`config.mk`:
```
export PLATFORM = sky130hd
export DESIGN_NAME = rv32i_multiplier_iterative_unit_flat
export DESIGN_NICKNAME = d
export VERILOG_FILES = /design/src/rtl/rv32i_multiplier_iterative_unit_if.sv /design/src/rtl/rv32i_multiplier_iterative_unit.sv /design/src/flat_wrapper.sv
export SDC_FILE = /design/constraint.sdc
export NUM_CORES = 1
export LEC_CHECK = 0
export ABC_CLOCK_PERIOD_IN_PS = 6050
export CORE_ASPECT_RATIO = 0.75
export CORE_MARGIN = 1
export CORE_UTILIZATION = 45
export CTS_CLUSTER_SIZE = 40
export DETAILED_ROUTE_END_ITERATION = 6
export HOLD_SLACK_MARGIN = 0.1
export PLACE_DENSITY = 0.7
export SKIP_CTS_REPAIR_TIMING = 1
export SLEW_MARGIN = 15
export SYNTH_ARGS = -nofsm -noshare
export SYNTH_HDL_FRONTEND = slang
export SYNTH_SLANG_ARGS = --single-unit
```
`constraint.sdc`:
```
create_clock -name i_clk -period 6.05 [get_ports i_clk]
set_input_delay 1.5125 -clock i_clk [delete_from_list [all_inputs] [get_ports i_clk]]
set_output_delay 1.5125 -clock i_clk [all_outputs]
set_load 0.01 [all_outputs]
```
`src/rtl/rv32i_multiplier_iterative_unit_if.sv`:
```
// Request/response bundle between the execute-stage shifter controlpath
// (requester) and the iterative multiplier (responder).
interface rv32i_multiplier_iterative_unit_if;
   logic        multiplier_en;
   logic [15:0] multiplier_operand_one;
   logic [15:0] multiplier_operand_two;
   logic        multiplier_valid;
   logic [31:0] multiplier_result;
   logic        multiplier_busy;

   // Requester side: raises en with operands, watches for valid.
   modport master (
      output multiplier_en,
      output multiplier_operand_one,
      output multiplier_operand_two,
      input  multiplier_valid,
      input  multiplier_result,
      input  multiplier_busy
   );

   // Multiplier side.
   modport slave (
      input  multiplier_en,
      input  multiplier_operand_one,
      input  multiplier_operand_two,
      output multiplier_valid,
      output multiplier_result,
      output multiplier_busy
   );
endinterface

```
`src/rtl/rv32i_multiplier_iterative_unit.sv`:
```
// Iterative unsigned 16x16->32 shift-and-add multiplier.
// Consumes RADIX_BITS multiplier bits per BUSY cycle (legal: 1,2,4,8,16),
// so an operation takes K = 16/RADIX_BITS busy edges after capture.
module rv32i_multiplier_iterative_unit #(
   parameter int RADIX_BITS = 4
) (
   input  logic                              i_clk,
   input  logic                              i_rst,
   rv32i_multiplier_iterative_unit_if.slave  bus
);

   localparam int         K        = 16 / RADIX_BITS;
   localparam logic [4:0] CNT_LAST = 5'(K - 1);

   typedef enum logic [1:0] {
      IDLE,
      BUSY,
      DONE_WAIT
   } state_t;

   state_t      state_q;
   logic [31:0] mcand_q;
   logic [15:0] mplier_q;
   logic [31:0] acc_q;
   logic [4:0]  cnt_q;
   logic [31:0] result_q;
   logic        valid_q;
   logic        busy_q;

   logic [31:0] digit_d;
   logic [31:0] partial_d;
   logic [31:0] accSum_d;

   // Partial product of the shifted multiplicand and the low multiplier digit.
   always_comb begin
      digit_d   = 32'(mplier_q[RADIX_BITS-1:0]);
      partial_d = mcand_q * digit_d;
      accSum_d  = acc_q + partial_d;
   end

   // Single control FSM; all outputs are registered alongside the state.
   always_ff @(posedge i_clk) begin
      if (i_rst) begin
         state_q  <= IDLE;
         mcand_q  <= '0;
         mplier_q <= '0;
         acc_q    <= '0;
         cnt_q    <= '0;
         result_q <= '0;
         valid_q  <= 1'b0;
         busy_q   <= 1'b0;
      end else begin
         unique case (state_q)
            IDLE: begin
               valid_q <= 1'b0;
               if (bus.multiplier_en) begin
                  mcand_q  <= {16'h0, bus.multiplier_operand_one};
                  mplier_q <= bus.multiplier_operand_two;
                  acc_q    <= '0;
                  cnt_q    <= CNT_LAST;
                  state_q  <= BUSY;
                  busy_q   <= 1'b1;
               end
            end
            BUSY: begin
               if (!bus.multiplier_en) begin
                  state_q <= IDLE;
                  busy_q  <= 1'b0;
               end else begin
                  acc_q    <= accSum_d;
                  mcand_q  <= mcand_q << RADIX_BITS;
                  mplier_q <= mplier_q >> RADIX_BITS;
                  cnt_q    <= cnt_q - 5'd1;
                  if (cnt_q == 5'd0) begin
                     result_q <= accSum_d;
                     valid_q  <= 1'b1;
                     state_q  <= DONE_WAIT;
                  end
               end
            end
            DONE_WAIT: begin
               valid_q <= 1'b0;
               if (!bus.multiplier_en) begin
                  state_q <= IDLE;
                  busy_q  <= 1'b0;
               end
            end
            default: begin
               state_q <= IDLE;
               valid_q <= 1'b0;
               busy_q  <= 1'b0;
            end
         endcase
      end
   end

   assign bus.multiplier_valid  = valid_q;
   assign bus.multiplier_result = result_q;
   assign bus.multiplier_busy   = busy_q;

endmodule

```
`src/flat_wrapper.sv`:
```
// flat-port wrapper written by rule: the top's interface ports become plain ports
module rv32i_multiplier_iterative_unit_flat 
#(
   parameter int RADIX_BITS = 4
)
  (i_clk, i_rst, bus_multiplier_en, bus_multiplier_operand_one, bus_multiplier_operand_two, bus_multiplier_valid, bus_multiplier_result, bus_multiplier_busy);
  rv32i_multiplier_iterative_unit_if bus_i ();
  input  logic i_clk;
  input  logic i_rst;
  input wire logic [$bits(bus_i.multiplier_en)-1:0] bus_multiplier_en;
  input wire logic [$bits(bus_i.multiplier_operand_one)-1:0] bus_multiplier_operand_one;
  input wire logic [$bits(bus_i.multiplier_operand_two)-1:0] bus_multiplier_operand_two;
  output wire logic [$bits(bus_i.multiplier_valid)-1:0] bus_multiplier_valid;
  output wire logic [$bits(bus_i.multiplier_result)-1:0] bus_multiplier_result;
  output wire logic [$bits(bus_i.multiplier_busy)-1:0] bus_multiplier_busy;
  assign bus_i.multiplier_en = bus_multiplier_en;
  assign bus_i.multiplier_operand_one = bus_multiplier_operand_one;
  assign bus_i.multiplier_operand_two = bus_multiplier_operand_two;
  assign bus_multiplier_valid = bus_i.multiplier_valid;
  assign bus_multiplier_result = bus_i.multiplier_result;
  assign bus_multiplier_busy = bus_i.multiplier_busy;
  rv32i_multiplier_iterative_unit #(.RADIX_BITS(RADIX_BITS)) u_core (.i_clk(i_clk), .i_rst(i_rst), .bus(bus_i));
endmodule
```
==> results.toml <==
[synthesis]
muxShareOfSynthArea_pct = 2.85
netlist_instances = 1081
async_flop_share_pct = 0
synth_area_leaders = "dfxtp_1 (26%), fa_1 (19%), and2_1 (7.4%)"
synth_top_family_by_area = "adder cells"
yosysMostFrequentCell = "inv_1"
synth-edff-count = 0
yosysUniqueCellTypes = 63
synth_nets = 1242
yosysTopAreaCellShare_pct = 26.4
synthTopCellsByCount = "inv_1 (147), dfxtp_1 (121), and2_1 (109)"
synth.avg_cell_area_um2 = 8.47
synth-compound-area-share_pct = 15.0
synth_top_flop_cell = "dfxtp_1"
synthAdderAreaFrac_pct = 24.3
yosysWarnings = 0
syn-cell-area_um2 = 9160
ys_ff_latch = 121
synth-simple-area-share_pct = 20.1
yosysTopAreaCell = "dfxtp_1"
synth-xor-area-share_pct = 3.06
ys_seq_area_share_pct = 26.4

[finish]
seq_area_um2 = 2420
drive_gt1_share_pct = 5.44
multi_input_area_um2 = 6000
syn_to_final_growth_pct = 16.3
instances_no_fill = 1393
fill_cells = 1801
antenna_cells = 0
nNetsFinal = 1288

[cts]
cts_sinks = 121
clkLatencyLatePin_ns = 0.43
tritoncts = "built"
cts_buffer_depth = 2
htree_levels = 4
cts_made_buffers = 17
cts-root-buf = "clkbuf_16"
clk_pin_slew_ns = 0.06

[setup_path]
cp_max_fo = 17
critical_path_class = "flip-flop to flip-flop"
cpMostUsedCell = "fa_1"
crit_path_start_kind = "flip-flop"
cpMaxStageDelayCell = "dfxtp_1"
critPathMaxStageDelay_ns = 0.63
endpoint_kind = "flip-flop"
crit_chain = "and2_1 > fa_1 > fa_1 > inv_1 > fa_1 > inv_1 > ha_1 > a21oi_1 > o21ai_0 > nand3_1 > a31oi_1 > or3_1 > a31oi_1 > mux2_2 > a211o_1"
cp.arrival_ns = 5.41
cp.required_ns = 6.37

[power_and_ir_drop]
peakVddDrop_mv = 0.149
p_per_area_nw_per_um2 = 223
total_leakage_power_nw = 4.61

[global_route]
grtUsageTotal_pct = 21.8
grt_pass1_wl_mm = 36.3
grt_max_degree = 63
antenna_found_initial = 0
grt_pass1_vias = 6997
overflow = 0

[placement]
place_inst = 1361
gp_congestion = 0.891
hpwlAfterDp_mm = 16.1
port_buffers = 68

[timing]
skew_ns = 0.00841
min_period_over_period_pct = 84.1
final_max_slew_viol_count = 0
fin_tns_setup_ns = 0
fin_crit_ns = 5.09
finalHoldViolCount = 0
tightestPinTransition_ns = 1.01
slew_headroom_pct = 32.5
max_freq_mhz = 197
setup_viol_count_final = 0
whs_ns = 0.452
rsz0062_at_grt = "no"

[status]
status = "completed"

[job]
maxCapViolations = 0

[detailed_routing]
routed_wl_mm = 21.5
vias_per_cell = 5.20
vias = 7241
dr.pass1.iters = 5
drtIter0Drc = 505
drc = 0
final_antenna_net_count = 0
avgRoutedWirePerCell_um = 15.4

[floorplanning]
rows = 44
io_pins = 69
die_y_um = 126
core-area_um2 = 19700
initial_utilization_pct = 46.6
die-area_um2 = 20900
die_x_um = 167

[min_path]
hp-class = "flip-flop to flip-flop"
-- where the power goes --
part / switching [mW] / leakage (nW) / internal, mW
Sequential: 0.0530 / 0.983 / 0.839
Combinational: 0.293 / 3.35 / 0.191
Clock: 0.411 / 0.268 / 0.584
Total: 0.757 / 4.61 / 1.61
-- routing by layer --
metal  GRT usage (%)  share of wire [%]  routed length [um]  vias up
met5               0                  0                   0        -
met1            34.0                 53               11500     3392
met2            29.8                 39                8320      206
li1                -                  -                   -     3622
met4            5.88                1.2                 259        0
met3            4.84                6.7                1450       21
-- layout by cell type (no fill, tap or decap), types with 6 or more instances in the layout --
master	count
and2_1	109
a22o_1	6
nand2_1	88
a211oi_1	28
xnor2_1	26
clkdlybuf4s50_1	67
clkbuf_16	17
mux2i_1	25
xor2_1	6
ha_1	39
a21oi_1	59
and3_1	6
dfxtp_1	121
buf_4	14
inv_1	147
nor2_1	103
nand3_1	22
a22oi_1	41
nor3_1	8
o21ai_0	21
fa_1	86
a21o_1	8
-- per-stage QoR --
step | cell area, um2 | power, mW | utilization, % | worst slack [ns]
final | 10700 | 2.37 | 54.2 | 0.964
after global routing | 10700 | 2.49 | 54.2 | 0.659
after CTS | 10700 | 2.39 | 54.2 | 0.998
after detailed placement | 10100 | 1.39 | 51.2 | 1.03
after global placement | 10100 | 1.38 | 51.2 | 1.11
after floorplan | 9160 | 1.24 | - | 1.30
-- cell families (layout without fill, tap and decap cells) --
group	after synthesis	count (layout)
buffers and inverters	202	261
xor gates and xnor gates	32	32
AOI/OAI and AO/OA	202	202
muxes	26	26
and+or+nand+nor	372	372
DFF	121	121
adders and majority gates	126	126
-- flip-flops by register name, indices dropped and copies added (netlist names) --
name and cells:
u_core.bus.multiplier_valid 1, u_core.mplier_q 16, u_core.bus.multiplier_result 32, u_core.bus.multiplier_busy 1, u_core.mcand_q 32, u_core.state_q 2, u_core.acc_q 32, u_core.cnt_q 5
-- worst paths after layout --
path	slack (ns)	startpoint	cells after the start	endpoint
max	0.96	u_core.mplier_q[1]	15	u_core.acc_q[30]
min	0.45	u_core.bus.multiplier_result[8]	2	u_core.bus.multiplier_result[8]
max reg2reg	0.96	u_core.mplier_q[1]	15	u_core.acc_q[30]
min reg2reg	0.45	u_core.bus.multiplier_result[8]	2	u_core.bus.multiplier_result[8]
-- worst max-delay path, delay by kind of cell, from the launching register on --
| family | cells | cell delay (ns) |
|---|---|---|
| fa+ha+maj | 4 | 1.88 |
| compound gates | 5 | 1.21 |
| simple gates | 3 | 0.80 |
| flops | 1 | 0.63 |
| mux | 1 | 0.37 |
| buf+inv | 2 | 0.10 |
-- final cells by class --
cell class / count / share of cell area [%]
multi-input cells: 758 / 56.3
flip-flops and latches: 121 / 22.7
repair buffers: 81 / 7.28
inverters: 148 / 5.22
clock buffers: 18 / 4.12
well taps: 253 / 2.97
clock inverters: 14 / 1.32
(Power assumes the default switching activity.)
